### src/rtl/booth_mul_sched_pkg.sv
// booth_mul_sched_pkg
// Shared definitions for the two-requester Booth multiplier scheduler:
//   - state_t     : scheduler FSM states (IDLE, RUN, DONE)
//   - BW_DEFAULT  : default operand width
//   - cnt_width() : width of the Booth step counter for a given operand width
package booth_mul_sched_pkg;

    localparam int BW_DEFAULT = 8;

    typedef enum logic [1:0] {
        IDLE = 2'd0,
        RUN  = 2'd1,
        DONE = 2'd2
    } state_t;

    // The counter only has to reach BW-1; clog2(BW+1) also leaves room for BW itself.
    function automatic int cnt_width(input int bw);
        return $clog2(bw + 1);
    endfunction

endpackage

### src/rtl/booth_step.sv
// booth_step
// One combinational radix-2 Booth iteration on the product register
// {acc, q, q_1}, followed by the arithmetic right shift.
// Ports:
//   acc_i [BW:0]   accumulator (one guard bit so m = -2^(BW-1) cannot overflow)
//   q_i   [BW-1:0] multiplier / low half of the product
//   q1_i           Booth history bit
//   m_i   [BW-1:0] signed multiplicand
//   acc_o, q_o, q1_o  product register after the step and the shift
module booth_step
    import booth_mul_sched_pkg::*;
#(
    parameter int BW = BW_DEFAULT
) (
    input  logic [BW:0]   acc_i,
    input  logic [BW-1:0] q_i,
    input  logic          q1_i,
    input  logic [BW-1:0] m_i,
    output logic [BW:0]   acc_o,
    output logic [BW-1:0] q_o,
    output logic          q1_o
);

    logic [BW:0] m_ext;
    logic [BW:0] sum;

    always_comb begin
        m_ext = {m_i[BW-1], m_i};
        case ({q_i[0], q1_i})
            2'b01:   sum = acc_i + m_ext;
            2'b10:   sum = acc_i - m_ext;
            default: sum = acc_i;
        endcase
        // Arithmetic right shift of the whole {sum, q, q_1} chain by one bit.
        acc_o = {sum[BW], sum[BW:1]};
        q_o   = {sum[0], q_i[BW-1:1]};
        q1_o  = q_i[0];
    end

endmodule

### src/rtl/booth_mul_sched.sv
// booth_mul_sched
// Two requesters share one iterative radix-2 Booth multiplier. A round-robin
// arbiter picks a requester in IDLE, the datapath runs BW steps in RUN, and the
// signed 2*BW-bit product is held in DONE until the consumer takes it.
// Ports:
//   clk, rst                 clock, asynchronous active-high reset
//   reqN_valid/m/q/ready     requester N handshake and signed operands (N = 0, 1)
//   res_valid/data/id/ready  result handshake, product and owning requester
//   busy                     high whenever the scheduler is not IDLE
module booth_mul_sched
    import booth_mul_sched_pkg::*;
#(
    parameter int BW = BW_DEFAULT
) (
    input  logic            clk,
    input  logic            rst,
    input  logic            req0_valid,
    input  logic [BW-1:0]   req0_m,
    input  logic [BW-1:0]   req0_q,
    output logic            req0_ready,
    input  logic            req1_valid,
    input  logic [BW-1:0]   req1_m,
    input  logic [BW-1:0]   req1_q,
    output logic            req1_ready,
    output logic            res_valid,
    output logic [2*BW-1:0] res_data,
    output logic            res_id,
    input  logic            res_ready,
    output logic            busy
);

    localparam int            CW        = cnt_width(BW);
    localparam logic [CW-1:0] LAST_STEP = CW'(BW - 1);

    state_t            state_q, state_d;
    logic [CW-1:0]     cnt_q, cnt_d;
    logic              rr_q, rr_d;              // requester favoured when both are valid
    logic [BW:0]       acc_q, acc_d;
    logic [BW-1:0]     mq_q, mq_d;              // multiplier, becomes the product low half
    logic              q1_q, q1_d;
    logic [BW-1:0]     mcand_q, mcand_d;
    logic              owner_q, owner_d;        // requester whose operation is in flight
    logic              res_valid_q, res_valid_d;
    logic [2*BW-1:0]   res_data_q, res_data_d;
    logic              res_id_q, res_id_d;

    logic              any_valid;
    logic              grant;
    logic [BW:0]       step_acc;
    logic [BW-1:0]     step_q;
    logic              step_q1;

    booth_step #(
        .BW(BW)
    ) u_booth_step (
        .acc_i (acc_q),
        .q_i   (mq_q),
        .q1_i  (q1_q),
        .m_i   (mcand_q),
        .acc_o (step_acc),
        .q_o   (step_q),
        .q1_o  (step_q1)
    );

    // Arbiter: a lone requester always wins; a tie goes to the pointer.
    always_comb begin
        any_valid = req0_valid | req1_valid;
        if (req0_valid && req1_valid) begin
            grant = rr_q;
        end else begin
            grant = req1_valid;
        end
    end

    assign req0_ready = (state_q == IDLE) && any_valid && !grant;
    assign req1_ready = (state_q == IDLE) && any_valid &&  grant;

    always_comb begin
        state_d     = state_q;
        cnt_d       = cnt_q;
        rr_d        = rr_q;
        acc_d       = acc_q;
        mq_d        = mq_q;
        q1_d        = q1_q;
        mcand_d     = mcand_q;
        owner_d     = owner_q;
        res_valid_d = res_valid_q;
        res_data_d  = res_data_q;
        res_id_d    = res_id_q;

        case (state_q)
            IDLE: begin
                if (any_valid) begin
                    owner_d = grant;
                    mcand_d = grant ? req1_m : req0_m;
                    mq_d    = grant ? req1_q : req0_q;
                    acc_d   = '0;
                    q1_d    = 1'b0;
                    cnt_d   = '0;
                    rr_d    = ~grant;       // the other requester wins the next tie
                    state_d = RUN;
                end
            end
            RUN: begin
                acc_d = step_acc;
                mq_d  = step_q;
                q1_d  = step_q1;
                if (cnt_q == LAST_STEP) begin
                    // The guard bit of acc is dropped: the product always fits in 2*BW bits.
                    res_data_d  = {step_acc[BW-1:0], step_q};
                    res_id_d    = owner_q;
                    res_valid_d = 1'b1;
                    cnt_d       = '0;
                    state_d     = DONE;
                end else begin
                    cnt_d = cnt_q + 1'b1;
                end
            end
            DONE: begin
                if (res_ready) begin
                    res_valid_d = 1'b0;
                    state_d     = IDLE;
                end
            end
            default: begin
                state_d = IDLE;
            end
        endcase
    end

    always_ff @(posedge clk or posedge rst) begin
        if (rst) begin
            state_q     <= IDLE;
            cnt_q       <= '0;
            rr_q        <= 1'b0;
            acc_q       <= '0;
            mq_q        <= '0;
            q1_q        <= 1'b0;
            mcand_q     <= '0;
            owner_q     <= 1'b0;
            res_valid_q <= 1'b0;
            res_data_q  <= '0;
            res_id_q    <= 1'b0;
        end else begin
            state_q     <= state_d;
            cnt_q       <= cnt_d;
            rr_q        <= rr_d;
            acc_q       <= acc_d;
            mq_q        <= mq_d;
            q1_q        <= q1_d;
            mcand_q     <= mcand_d;
            owner_q     <= owner_d;
            res_valid_q <= res_valid_d;
            res_data_q  <= res_data_d;
            res_id_q    <= res_id_d;
        end
    end

    assign res_valid = res_valid_q;
    assign res_data  = res_data_q;
    assign res_id    = res_id_q;
    assign busy      = (state_q != IDLE);

endmodule
### config.mk
export PLATFORM = sky130hd
export DESIGN_NAME = booth_mul_sched
export DESIGN_NICKNAME = d
export VERILOG_FILES = /design/src/rtl/booth_mul_sched_pkg.sv /design/src/rtl/booth_step.sv /design/src/rtl/booth_mul_sched.sv
export SDC_FILE = /design/constraint.sdc
export NUM_CORES = 1
export LEC_CHECK = 0
export ABC_AREA = 1
export BUFFER_PORTS_ARGS = -buffer_cell sky130_fd_sc_hd__buf_2
export CORE_ASPECT_RATIO = 0.8
export CORE_MARGIN = 2
export CORE_UTILIZATION = 50
export DETAILED_ROUTE_END_ITERATION = 10
export HOLD_SLACK_MARGIN = 0.15
export PLACE_DENSITY_LB_ADDON = 0.05
export SLEW_MARGIN = 20
export SYNTH_ARGS = -nofsm -noshare
export SYNTH_HDL_FRONTEND = slang
export SYNTH_SLANG_ARGS = --single-unit
export TNS_END_PERCENT = 10
### constraint.sdc
create_clock -name clk -period 2.22 [get_ports clk]
set_clock_uncertainty 0.15 [all_clocks]
set_input_delay 0.222 -clock clk [delete_from_list [all_inputs] [get_ports clk]]
set_output_delay 0.222 -clock clk [all_outputs]
set_load 0.01 [all_outputs]
# Word-level counts from Yosys, hierarchy flattened
# Index checks and enable logic that the tools add are counted.
dict set report classes {
  n_addsub 3
  n_mux 20
  n_eq_ne 8
  n_reduce_logical 14
  n_bitwise 2
}
# cell count
set op_table {}
lappend op_table {{$pmux 9 s2} 2}
lappend op_table {{$mux 8} 3}
lappend op_table {{$pmux 8 s2} 1}
lappend op_table {{$add 9x9->9} 1}
lappend op_table {{$mux 9} 1}
lappend op_table {{$sub 9x9->9} 1}
lappend op_table {{$mux 4} 2}
lappend op_table {{$pmux 4 s2} 1}
lappend op_table {{$mux 2} 3}
lappend op_table {{$ne 2x2->1 const B} 3}
lappend op_table {{$pmux 2 s3} 1}
lappend op_table {{$reduce_and 2->1} 3}
lappend op_table {{$reduce_and 3->1} 2}
lappend op_table {{$reduce_bool 2->1} 3}
lappend op_table {{$add 4x1->4 const B} 1}
lappend op_table {{$eq 2x1->1 const B} 2}
lappend op_table {{$eq 2x2->1 const B} 2}
lappend op_table {{$eq 4x3->1 const B} 1}
lappend op_table {{$logic_and 1x1->1} 4}
lappend op_table {{$mux 1} 4}
lappend op_table {{$pmux 1 s2} 2}
lappend op_table {{$logic_not 2->1} 1}
lappend op_table {{$logic_not 1->1} 1}
lappend op_table {{$not 1->1} 1}
lappend op_table {{$or 1x1->1} 1}
dict set report totals {
  inputBits 37
  out_inout_bits 21
  wordCells 58
  regBits 52
}

# Depth between registers and ports, before layout
# Gate-level depths: netlist of run 1.
dict set report depth {
  depth_word 5
  mapped_depth 20
  mapped_depth_nobuf 20
}

# Cells and area by module
# Synthesis of run 1 repeated with hierarchy kept, for this count alone.
dict set report unflattened {
  hier_cells 418
  hier_area_um2 3360.7
}
# mod instances cells_each area_per_inst_um2 seq_area_each_um2
set modules_own_cells {}
lappend modules_own_cells {booth_mul_sched 1 282 2567.5 1301.2}
lappend modules_own_cells {booth_step 1 136 793.3 0.0}

# Worst setup path before layout of run 1
# No wires, ideal clock.
dict set report synth_path {
  path_type {flip-flop to flip-flop}
  startpoint {register mcand_q[0]}
  endpoint {register res_data_q[15], in the netlist res_data[15]}
  setup_time_ns 0.117
  arrival_ns 2.093
  path_buffers 0
  required_time_ns 1.953
  setup_slack_ns -0.140
  synth_period_minus_slack_ns 2.360
  path_stages_with_launch 20
  path_cell_list {dfrtp_1 > inv_1 > ha_1 > nand2_1 > nor2_1 > nor2_1 > a21oi_1 > xnor2_1 > inv_1 > ha_1 > nand2_1 > inv_1 > nand2_1 > nand2_1 > a21oi_1 > nand2_1 > nand4_1 > nand2_1 > nand2_1 > nand2_1}
}
dict set report synth_between {
  elab_chain_cells 2
  elab_cells_between_ends 3
  cone_classes {add/sub: 2; mux: 1}
}
# item line
set synth_rtl {}
lappend synth_rtl {{from (decl)} booth_mul_sched.sv:41} ;# logic [BW-1:0] mcand_q, mcand_d;
lappend synth_rtl {{from (signal assigned)} booth_mul_sched.sv:151} ;# mcand_q <= mcand_d;
lappend synth_rtl {{$sub 9x9->9 or $add 9x9->9 (tied branches)} {booth_step.sv:31, booth_step.sv:30}}
lappend synth_rtl {{$pmux 9 s2 *} booth_step.sv:29} ;# case ({q_i[0], q1_i})
lappend synth_rtl {{to (signal assigned)} booth_mul_sched.sv:154} ;# res_data_q <= res_data_d;
lappend synth_rtl {{to (decl)} booth_mul_sched.sv:44} ;# logic [2*BW-1:0] res_data_q, res_data_d;
# Every way passes the cells marked *; elsewhere a longest branch is shown, timed or not.
# A chain may end at the register's enable or synchronous reset.

# Final worst setup path of run 1
dict set report layout_path {
  startpoint {register mcand_q[0]}
  endpoint {register acc_q[7]}
}
dict set report layout_between {
  elab_chain_cells 3
  elab_cells_between_ends 4
  cone_classes {add/sub: 2; mux: 2}
}
# item line
set layout_rtl {}
lappend layout_rtl {{$sub 9x9->9 or $add 9x9->9 (tied branches)} {booth_step.sv:31, booth_step.sv:30}}
lappend layout_rtl {{$pmux 9 s2 *} booth_step.sv:29}
lappend layout_rtl {{$pmux 9 s2 *} booth_mul_sched.sv:91} ;# case (state_q)
lappend layout_rtl {{to (signal assigned)} booth_mul_sched.sv:136} ;# acc_q <= '0;
lappend layout_rtl {{to (signal assigned)} booth_mul_sched.sv:148} ;# acc_q <= acc_d;
lappend layout_rtl {{to (decl)} booth_mul_sched.sv:38} ;# logic [BW:0] acc_q, acc_d;
# Marked as above.

==> reports/qor.yml, run 1 <==
status:
  status: "finished with violations"
  violations: "negative setup slack"
drt:
  drc: 0
  ant_nets: 0
  via_count: 2788
  dr.pass1.iters: 4
  vias_per_cell: 4.99
  drt-total-wl_um: 7260
  dr.first_iter.drc_count: 148
  wire_per_inst_um: 13.0
floorplanning:
  start_util_pct: 52.1
  die_area_mm2: 0.00632
  rows: 24
  die_w_um: 88.4
  core_area_mm2: 0.00547
  fp.dieH_um: 71.5
  ios: 58
sta:
  finalWorstSetupSlack_ns: -0.213
  hold_viol: 0
  setup_tns_ns: -1.59
  slew_headroom_pct: 67.8
  fin_crit_ns: 2.43
  tightest_slew_ns: 0.483
  rsz0062_at_grt: "true"
  slew_violations: 0
  fin_crit_sh_pct: 110
  setup_viol_count_final: 11
  clock.fmax_mhz: 411
cts:
  cts_buffers: 5
  htree_num_levels: 2
  cts.root.buffer_cell: "clkbuf_8"
  cts_tree: "done"
  clockBufferDepth: 2
  cts.sinks: 51
  insertion_delay_ns: 0.31
  clk_pin_slew_ns: 0.09
synthesis:
  async_flop_share_pct: 100
  synth_cell_types: 36
  syn_area_per_cell_um2: 8.11
  synth_top_area_cell: "dfrtp_1"
  synthesis.instances: 351
  syn_area_mm2: 0.00285
  yosysWarnings: 0
  synth_edf_count: 0
  ys_ff_latch: 51
  seq_area_frac_synth_pct: 44.8
  synthFlopType: "dfrtp_1"
  postSynthNetCount: 400
  synth_top_area_share_pct: 44.8
  synthTopCellsByArea: "dfrtp_1, nand2_1, ha_1"
finish:
  nets: 529
  layout.cells.non_filler: 559
  design_area_mm2: 0.00408
  drive_gt1_share_pct: 30.8
  syn_to_final_growth_pct: 43.2
  antenna_cells: 0
placement:
  dp_hpwl_um: 4940
  portBuffers: 57
  place_inst: 504
  globalplace.congestion: 0.859
  placed_cell_area_mm2: 0.00341
job:
  cap_violations: 0
worst_setup_path:
  cp_data_required_time_ns: 2.28
  cp_max_fo: 5
  crit_type: "flip-flop to flip-flop"
  crit_top_cell: "nand2_1"
  crit_family: "simple AND/OR/NAND/NOR gates"
  critPathMaxStageDelay_ns: 0.40
  path_cells: "inv_2 -> ha_4 -> nand2_4 -> nor2_4 -> nor2_2 -> a21oi_2 -> xnor2_1 -> inv_1 -> ha_4 -> nand2_4 -> inv_2 -> nand2_2 -> nand2_2 -> a21oi_2 -> nand2_1 -> nand3_1 -> nand2_1 -> nand2_2 -> nand2_1 -> nand2_1"
  crit_buf_inv: 3
  cp-end-kind: "flip-flop"
  crit_start: "mcand_q[0]$_DFFE_PP0P_"
  arrival_ns: 2.49
  rr_startpoint: "mcand_q[0]$_DFFE_PP0P_"
  worst_setup_path_start_kind: "flip-flop"
  slowest_stage: "dfrtp_1"
global_route:
  grt_usage_pct: 24.4
  overflow: 0
  grt_pass1_wl_um: 12100
  use_met2_pct: 38.8
  grt_busiest_layer: "met2"
  antenna_found_initial: 0
  use_met3_pct: 3.92
  met1_usage_pct: 34.9
  grt_max_degree: 30
  first_global_vias: 2656
worst_hold_path:
  worst_hold_path_type: "primary input to flip-flop"
  hold_path.startpoint: "req0_valid"
pwr:
  peakVddDrop_uv: 765
  powerDensity_mw_per_mm2: 1890
  p_leak_nw: 2.07
[state kept, by name, indices dropped and copies added, names as in the netlist]
signal     cells
state_q        2
cnt_q          4
mcand_q        8
owner_q        1
res_data      16
mq_q           8
rr_q           1
res_valid      1
res_id         1
q1_q           1
acc_q          8
[per-layer routing]
layer  up-vias  wire length [um]
met5         -                 0
met4         0                76
met3         8               330
met2        82              3280
met1      1296              3570
li1       1402                 -
[where the power goes]
| part | internal (mW) | switching (mW) |
|---|---|---|
| Clock | 0.221 | 0.306 |
| Sequential | 1.38 | 0.331 |
| Combinational | 2.61 | 2.86 |
| Total | 4.21 | 3.49 |
[Yosys cell counts, types with 2 or more instances]
| library cell | number |
|---|---|
| nand3_1 | 13 |
| buf_6 | 3 |
| o211ai_1 | 10 |
| nor2_2 | 2 |
| o221ai_1 | 8 |
| o21bai_1 | 3 |
| inv_2 | 4 |
| xor2_1 | 5 |
| dfrtp_1 | 51 |
| a21oi_1 | 9 |
| buf_2 | 3 |
| nor2_4 | 2 |
| o21ai_0 | 22 |
| a22o_1 | 3 |
| o21ai_2 | 2 |
| nor2_1 | 20 |
| o21ai_1 | 5 |
| xnor2_1 | 2 |
| nand2_1 | 124 |
| ha_1 | 11 |
| inv_1 | 34 |
[through the flow]
step / power, mW / util, % / hold WS [ns] / worst slack, ns
finish: 7.71 / 74.6 / 0.252 / -0.213
global route: 8.47 / 74.6 / 0.279 / -0.412
CTS: 7.38 / 73.4 / 0.255 / -0.131
detailed placement: 6.03 / 62.4 / 0.123 / -0.246
global placement: 5.90 / 62.4 / 0.124 / -0.153
floorplan: 4.73 / - / 0.179 / -0.0451
[logic make-up (layout without fill, tap and decap cells)]
group | Yosys count | in the layout | synth area share [%]
simple gates | 166 | 166 | 24.2
buf+inv | 47 | 177 | 7.73
xor+xnor | 7 | 7 | 2.15
flops | 51 | 51 | 44.8
compound gates | 68 | 68 | 15.6
fa+ha+maj | 12 | 12 | 5.54
[final timing paths]
check                           slack, ns  cells after the start                       end
worst max-delay path                -0.21                     20      acc_q[7]$_DFFE_PP0P_
worst min register to register       0.33                      2  res_data[11]$_DFFE_PP0P_
worst max register to register      -0.21                     20      acc_q[7]$_DFFE_PP0P_
min in group asynchronous            0.32                      3       mq_q[4]$_DFFE_PP0P_
worst min-delay path                 0.25                      4          rr_q$_DFFE_PP0P_
max in group asynchronous            1.07                      4    mcand_q[6]$_DFFE_PP0P_
[layout make-up]
class	instances	area [um2]
multi-input cells	253	1540
inverters	40	156
repair buffers	129	926
clock buffers	6	72.6
flip-flops and latches	51	1280
fillers	418	1390
well taps	78	97.6
clock inverters	2	12.5
[tightest hold or removal path: stages]
cell	delay, ns
buf_2	0.11
o21ai_4	0.10
inv_6	0.16
o21bai_1	0.07
[cells in the final DEF (no fill, tap or decap), drive strengths merged]
cell / netlist / layout
o21a: 1 / 1
o221ai: 8 / 8
clkbuf: 0 / 6
nand4: 1 / 1
ha: 11 / 11
a31oi: 1 / 1
clkinv: 1 / 2
dfrtp: 51 / 51
dlygate4sd3: 0 / 35
xnor2: 2 / 2
nor2: 25 / 25
buf: 7 / 94
or2: 1 / 1
a21oi: 9 / 9
nand3: 14 / 14
o21ai: 30 / 30
o211ai: 10 / 10
fa: 1 / 1
o22ai: 1 / 1
o21bai: 3 / 3
a22o: 3 / 3
nand2: 125 / 125
clkinvlp: 0 / 1
a22oi: 1 / 1
inv: 39 / 39
xor2: 5 / 5
a21boi: 1 / 1
[what timing repair did]
| item | in CTS | in global routing |
|---|---|---|
| setup buffers | 8 | 4 |
| setup endpoints to repair | 13 | 20 |
| pin swaps | 16 | 7 |
| gates resized for setup | 20 | 11 |
| endpoints found under the hold margin | 41 | 0 |
| hold buffers | 35 | 0 |
No activity file was read; power rests on OpenSTA's default activity.
==> run 2, diff against run 1 <==
CORE_ASPECT_RATIO = 0.6   (was 0.8)
==> run 2 against run 1 <==
  * The run still ends with negative setup slack left
  * Largest power group unchanged
  * Critical path depth shrank 2
  * Highest routed layer unchanged
  * Cell count shrank 0.36%
  * Setup slack improved by 0.0038 ns
  * Routed wire length is 6.2% higher
  * Count of clock-buffer cells in the layout is 1 lower
  * Via count increased by 0.32%
  * Sequential cell count unchanged
  * Maximum frequency increased by 0.16%
  * Die area grew 0.25%
  * Non-clock buffer count down 4
  * Core utilization fell by 1.1 points
==> reports/qor.yml, run 2 (synthesis gave the netlist of run 1 again) <==
status:
  status: "finished with violations"  # unchanged
  violations: "negative setup slack"  # unchanged
sta:
  finalWorstSetupSlack_ns: -0.210  # was -0.213 ns
  setup_viol_count_final: 10  # was 11
  slew_headroom_pct: 65.2  # was 67.8%
  slew_violations: 0  # unchanged
  fin_crit_ns: 2.43  # about the same
  clock.fmax_mhz: 412  # was 411 MHz
  fin_crit_sh_pct: 109  # was 110%
  hold_ws_ns: 0.249  # was 0.252 ns
  rsz0062_at_grt: "true"  # unchanged
  tightest_slew_ns: 0.522  # was 0.483 ns
  setup_tns_ns: -0.955  # was -1.59 ns
  hold_viol: 0  # unchanged
worst_setup_path:
  cp-end-kind: "flip-flop"  # unchanged
  crit_type: "flip-flop to flip-flop"  # unchanged
  cp_data_required_time_ns: 2.33  # was 2.28 ns
  slowest_stage: "dfrtp_1"  # unchanged
  path_cells: "inv_2 -> nand3_1 -> nor2_2 -> nand2_1 -> nand2_1 -> xor2_1 -> inv_1 -> ha_4 -> nand2_2 -> nor2_4 -> nand2_1 -> nand3_1 -> nand2_1 -> nand3_1 -> nand2_1 -> nand2_2 -> nand2_1 -> nand2_1"  # was inv_2 -> ha_4 -> nand2_4 -> nor2_4 -> nor2_2 -> a21oi_2 -> xnor2_1 -> inv_1 -> ha_4 -> nand2_4 -> inv_2 -> nand2_2 -> nand2_2 -> a21oi_2 -> nand2_1 -> nand3_1 -> nand2_1 -> nand2_2 -> nand2_1 -> nand2_1
  critPathMaxStageDelay_ns: 0.40  # about the same
  crit_buf_inv: 2  # was 3
  crit_top_cell: "nand2_1"  # unchanged
  worst_setup_path_start_kind: "flip-flop"  # unchanged
  crit_family: "simple AND/OR/NAND/NOR gates"  # unchanged
  cp_max_fo: 4  # was 5
  arrival_ns: 2.54  # was 2.49 ns
cts:
  cts_tree: "done"  # unchanged
  cts.root.buffer_cell: "clkbuf_8"  # unchanged
  cts.sinks: 51  # unchanged
  clk_pin_slew_ns: 0.10  # was 0.09 ns
  clockBufferDepth: 2  # unchanged
  cts_buffers: 5  # unchanged
  insertion_delay_ns: 0.31  # about the same
  htree_num_levels: 2  # unchanged
global_route:
  antenna_found_initial: 0  # unchanged
  first_global_vias: 2702  # was 2656
  grt_usage_pct: 26.6  # was 24.4%
  grt_pass1_wl_um: 13200  # was 12100 um
  overflow: 0  # unchanged
  grt_max_degree: 30  # unchanged
finish:
  largest_reg_flops: 16  # unchanged
  postLayoutCoreUtil_pct: 73.5  # was 74.6%
  fillCellCount: 397  # was 418
  antenna_cells: 0  # unchanged
  final_cell_mix: "nand2_1, buf_2, dfrtp_1"  # unchanged
  layout.cells.non_filler: 557  # was 559
  nets: 525  # was 529
  syn_to_final_growth_pct: 43.1  # was 43.2%
  layout_commonest_cell: "nand2_1"  # unchanged
  drive_gt1_share_pct: 31.0  # was 30.8%
job:
  cap_violations: 0  # unchanged
floorplanning:
  rows: 21  # was 24
  core_area_mm2: 0.00554  # was 0.00547 mm2
  die_area_mm2: 0.00633  # was 0.00632 mm2
  ios: 58  # unchanged
  die_w_um: 101  # was 88.4 um
  fp.dieH_um: 62.5  # was 71.5 um
  start_util_pct: 51.4  # was 52.1%
pwr:
  powerDensity_mw_per_mm2: 1910  # was 1890 mW/mm2
  peakVddDrop_uv: 799  # was 765 uV
  p_leak_nw: 2.05  # was 2.07 nW
drt:
  drc: 0  # unchanged
  vias_per_cell: 5.02  # was 4.99
  dr.first_iter.drc_count: 139  # was 148
  via_count: 2797  # was 2788
  drt-total-wl_um: 7700  # was 7260 um
  dr.pass1.iters: 4  # unchanged
  wire_per_inst_um: 13.8  # was 13.0 um
  ant_nets: 0  # unchanged
worst_hold_path:
  worst_hold_path_type: "primary input to flip-flop"  # unchanged
placement:
  globalplace.congestion: 0.845  # was 0.859
  place_inst: 506  # was 504
  dp_hpwl_um: 5150  # was 4940 um
  portBuffers: 57  # unchanged
==> run 2: cell count changes in the layout (fill, tap and decap cells not counted), moves of 2 or more <==
cell,delta
inv_1,-2
nand3_2,-2
inv_2,+2
buf_4,-4
==> run 2: worst paths after layout <==
kind                                                from                       end  slack, ns  depth (start not counted)
worst max-delay path              mcand_q[0]$_DFFE_PP0P_      acc_q[7]$_DFFE_PP0P_      -0.21                         18
worst max register to register    mcand_q[0]$_DFFE_PP0P_      acc_q[7]$_DFFE_PP0P_      -0.21                         18
worst min-delay path                          req0_valid       owner_q$_DFFE_PP0P_       0.25                          4
max in group asynchronous                            rst    mcand_q[7]$_DFFE_PP0P_       1.05                          4
worst min register to register  res_data[11]$_DFFE_PP0P_  res_data[11]$_DFFE_PP0P_       0.33                          2
min in group asynchronous                            rst      cnt_q[3]$_DFFE_PP0P_       0.32                          3
==> run 2: layout make-up <==
class	count	area, um2	area share (%)
clock buffers	5	68.8	1.69
clock inverters	3	27.5	0.676
repair buffers	125	896	22.0
flip-flops and latches	51	1280	31.3
inverters	40	156	3.84
well taps	80	100	2.46
multi-input cells	253	1550	38.0
==> run 2: routing by layer <==
metal	vias up	track usage [%]	routed length [um]
li1	1399	-	-
met1	1283	39.2	3790
met2	106	40.1	3270
met3	9	6.82	573
met4	0	5.41	73
met5	-	0	0
==> run 2: stage by stage <==
| stage | cell area, um2 | power (mW) | setup WS, ns |
|---|---|---|---|
| after global routing | 4070 | 8.55 | -0.359 |
| after global placement | 3410 | 5.99 | -0.165 |
| after CTS | 4030 | 7.55 | -0.119 |
| after detailed placement | 3410 | 6.10 | -0.266 |
| after floorplan | 2890 | 4.73 | -0.0451 |
| final | 4070 | 7.80 | -0.210 |
==> run 2: what timing repair did <==
action | in CTS | in global routing
hold buffers | 35 | 0
resized for setup | 27 | 9
endpoints found under the setup margin | 13 | 26
buffers inserted | 7 | 1
pin swaps | 14 | 4
endpoints found under the hold margin | 41 | 0
gates cloned | 0 | 0
==> run 2: worst min-delay path: cells and delay by family <==
| kind | cells | cell delay, ns |
|---|---|---|
| buffers and inverters | 2 | 0.27 |
| AOI/OAI and AO/OA | 2 | 0.18 |
==> run 2: report_power, final <==
group	switching (mW)	total (mW)	internal [mW]
Combinational	2.92	5.50	2.58
Sequential	0.342	1.72	1.38
Clock	0.338	0.570	0.232
Total	3.60	7.80	4.20
==> run 3, diff against run 2 <==
ABC_AREA = 0   (was 1)
CORE_UTILIZATION = 49   (was 50)
==> run 3 against run 2 <==
  * The flow still finishes with violations (negative setup slack)
  * Core utilization is 1.2 points lower
  * Sequential power hardly changed
  * Largest cell class unchanged
  * Non-clock buffer count is 9 higher
  * Maximum frequency is 6.9% lower
  * Clock power is 10% higher
  * Register-to-register slack worse by 0.18 ns
  * Sequential share of layout area is 0.72 points higher
==> reports/qor.yml, run 3 <==
status:
  status: "finished with violations"  # unchanged
  violations: "negative setup slack"  # unchanged
finish:
  drive_gt1_share_pct: 32.2  # was 31.0%
  syn_to_final_growth_pct: 44.2  # was 43.1%
  largest_reg_flops: 16  # unchanged
  fillCellCount: 419  # was 397
  regArea_mm2: 0.00128  # about the same
  multi_input_area_mm2: 0.00150  # was 0.00155 mm2
  design_area_mm2: 0.00399  # was 0.00407 mm2
  nets: 474  # was 525
  antenna_cells: 0  # unchanged
  layout.cells.non_filler: 494  # was 557
  layout_commonest_cell: "buf_2"  # was nand2_1
  final_cell_mix: "buf_2, nand2_1, dfrtp_1"  # was nand2_1, buf_2, dfrtp_1
pwr:
  switchingPower_mw: 3.18  # was 3.60 mW
  switching_share_pct: 43.2  # was 46.2%
  pwr-share-comb_pct: 67.9  # was 70.6%
  p_seq_share_pct: 23.5  # was 22.1%
  p_int_mw: 4.19  # was 4.20 mW
  power_frac_clock_pct: 8.5  # was 7.3%
  powerDensity_mw_per_mm2: 1850  # was 1910 mW/mm2
  p_leak_nw: 2.01  # was 2.05 nW
  fin_total_pwr_mw: 7.37  # was 7.80 mW
  peakVddDrop_uv: 865  # was 799 uV
cts:
  cts.root.buffer_cell: "clkbuf_8"  # unchanged
  insertion_delay_ns: 0.30  # was 0.31 ns
  clockBufferDepth: 2  # unchanged
  htree_num_levels: 2  # unchanged
  clk_pin_slew_ns: 0.09  # was 0.10 ns
  cts_buffers: 5  # unchanged
  cts_tree: "done"  # unchanged
  cts.sinks: 51  # unchanged
sta:
  rsz0062_at_grt: "true"  # unchanged
  clock.fmax_mhz: 383  # was 412 MHz
  slew_violations: 0  # unchanged
  setup_tns_ns: -2.67  # was -0.955 ns
  finalWorstSetupSlack_ns: -0.388  # was -0.210 ns
  tightest_slew_ns: 0.641  # was 0.522 ns
  fin_crit_sh_pct: 117  # was 109%
  fin_crit_ns: 2.61  # was 2.43 ns
  setup_viol_count_final: 12  # was 10
  hold_viol: 0  # unchanged
  slew_headroom_pct: 57.3  # was 65.2%
synthesis:
  synthFlopType: "dfrtp_1"  # unchanged
  synth_edf_count: 0  # unchanged
  synthAdderAreaFrac_pct: 5.70  # was 5.54%
  ys_ff_latch: 51  # unchanged
  async_flop_share_pct: 100  # unchanged
  synth_top_family_by_area: "compound AO/OA/AOI/OAI gates"  # was simple AND/OR/NAND/NOR gates
  synth_common_cells: "dfrtp_1, nand2_1, o21ai_0"  # was nand2_1, dfrtp_1, inv_1
  muxShareOfSynthArea_pct: 4.34  # was 0%
  yosysWarnings: 0  # unchanged
  synth_top_area_cell: "dfrtp_1"  # unchanged
  synthTopCellsByArea: "dfrtp_1, nand2_1, ha_1"  # unchanged
  synth_compound_area_share_pct: 20.4  # was 15.6%
  synthesis.instances: 297  # was 351
  synth_cell_types: 47  # was 36
  seq_area_frac_synth_pct: 46.2  # was 44.8%
  synth-simple-area-share_pct: 15.8  # was 24.2%
  postSynthNetCount: 346  # was 400
  syn_area_per_cell_um2: 9.31  # was 8.11 um2
  synth_xor_area_share_pct: 3.17  # was 2.15%
  synth_top_area_share_pct: 46.2  # was 44.8%
  syn_area_mm2: 0.00277  # was 0.00285 mm2
global_route:
  antenna_found_initial: 0  # unchanged
  overflow: 0  # unchanged
  grt_usage_pct: 24.3  # was 26.6%
  grt_max_degree: 52  # was 30
  grt_pass1_wl_um: 12100  # was 13200 um
  first_global_vias: 2606  # was 2702
worst_setup_path:
  path_cells: "nor3_2 -> buf_4 -> a21oi_1 -> xnor2_1 -> ha_1 -> o211ai_2 -> o211a_1 -> o211a_1 -> or4_1 -> nand3_1"  # was inv_2 -> nand3_1 -> nor2_2 -> nand2_1 -> nand2_1 -> xor2_1 -> inv_1 -> ha_4 -> nand2_2 -> nor2_4 -> nand2_1 -> nand3_1 -> nand2_1 -> nand3_1 -> nand2_1 -> nand2_2 -> nand2_1 -> nand2_1
  crit_top_cell: "o211a_1"  # was nand2_1
  worst_setup_path_start_kind: "flip-flop"  # unchanged
  slowest_stage: "dfrtp_1"  # unchanged
  crit_type: "flip-flop to flip-flop"  # unchanged
  arrival_ns: 2.69  # was 2.54 ns
  crit_family: "compound AO/OA/AOI/OAI gates"  # was simple AND/OR/NAND/NOR gates
  cp_max_fo: 3  # was 4
  cp_data_required_time_ns: 2.31  # was 2.33 ns
  critPathMaxStageDelay_ns: 0.42  # was 0.40 ns
  crit_buf_inv: 1  # was 2
  r2r_slack_ns: -0.39  # was -0.21 ns
  cp-end-kind: "flip-flop"  # unchanged
placement:
  dpl_worst_slack_ns: -0.422  # was -0.266 ns
  globalplace.congestion: 0.826  # was 0.845
  placed_cell_area_mm2: 0.00338  # was 0.00341 mm2
  portBuffers: 57  # unchanged
  dp_hpwl_um: 4910  # was 5150 um
  place_inst: 449  # was 506
job:
  cap_violations: 0  # unchanged
drt:
  dr.first_iter.drc_count: 114  # was 139
  ant_nets: 0  # unchanged
  wire_per_inst_um: 14.4  # was 13.8 um
  via_count: 2595  # was 2797
  drc: 0  # unchanged
  dr.pass1.iters: 5  # was 4
  drt-total-wl_um: 7140  # was 7700 um
  vias_per_cell: 5.25  # was 5.02
floorplanning:
  start_util_pct: 50.1  # was 51.4%
  fp.dieH_um: 62.2  # was 62.5 um
  die_w_um: 101  # about the same
  core_area_mm2: 0.00552  # was 0.00554 mm2
  ios: 58  # unchanged
  rows: 21  # unchanged
  die_area_mm2: 0.00628  # was 0.00633 mm2
worst_hold_path:
  worst_hold_path_type: "primary input to flip-flop"  # unchanged
## run 3: path summary, 6_finish.rpt
path | from | to | cells past startpoint
worst max register to register | mcand_q[0]$_DFFE_PP0P_ | res_data[15]$_DFFE_PP0P_ | 10
worst min register to register | res_data[2]$_DFFE_PP0P_ | res_data[2]$_DFFE_PP0P_ | 2
min in group asynchronous | rst | cnt_q[3]$_DFFE_PP0P_ | 4
worst max-delay path | mcand_q[0]$_DFFE_PP0P_ | res_data[15]$_DFFE_PP0P_ | 10
max in group asynchronous | rst | mcand_q[2]$_DFFE_PP0P_ | 4
worst min-delay path | req0_valid | owner_q$_DFFE_PP0P_ | 3
## run 3: final cells by class
type / instances / area share [%]
inverter: 18 / 1.69
clock buffer: 6 / 1.82
clock inverter: 1 / 0.753
tap: 69 / 2.17
timing repair buffer: 134 / 23.8
sequential: 51 / 32.0
multi-input combinational: 215 / 37.7
## run 3: what timing repair did
item,in CTS,in global routing
hold buffers,34,0
pin swaps,2,6
endpoints found under the setup margin,15,21
hold endpoints to repair,69,0
resized for setup,15,19
buffers inserted,2,2
## run 3: cell families (layout without fill, tap and decap cells)
kind of cell	count (synthesis)	in the layout
AOI/OAI and AO/OA	84	84
xor gates and xnor gates	10	10
DFF	51	51
muxes	12	12
buffers and inverters	31	159
adders and majority gates	12	12
and+or+nand+nor	97	97
## run 3: worst register-to-register path: stages (launching register included)
cell	delay, ns
dfrtp_1	0.42
nor3_2	0.19
buf_4	0.14
a21oi_1	0.08
xnor2_1	0.14
ha_1	0.33
o211ai_2	0.10
o211a_1	0.27
o211a_1	0.24
or4_1	0.39
nand3_1	0.09
## run 3: power by group through the flow
stage	combinational, mW	clock [mW]	sequential [mW]
3_5_place_dp	4.38	0	1.72
5_1_grt	5.58	0.695	1.79
2_1_floorplan	2.85	0	1.72
4_1_cts	4.67	0.640	1.71
3_3_place_gp	4.30	0	1.71
6_report	5.01	0.629	1.73
## run 3: per-layer routing
layer | wire (um) | share of wire (%) | vias to the layer above | GRT usage, %
li1 | - | - | 1308 | -
met5 | 0 | 0 | - | 0
met2 | 3050 | 43 | 77 | 36.1
met1 | 3750 | 52 | 1205 | 37.2
met4 | 37 | 0.52 | 0 | 5.41
met3 | 305 | 4.3 | 5 | 4.39
## run 3: metrics by stage
| stage | utilization, % | hold slack (ns) |
|---|---|---|
| finish | 72.2 | 0.253 |
| global route | 72.2 | 0.267 |
| CTS | 70.5 | 0.313 |
| detailed placement | 61.3 | 0.286 |
| global placement | 61.3 | 0.281 |
| floorplan | - | 0.197 |
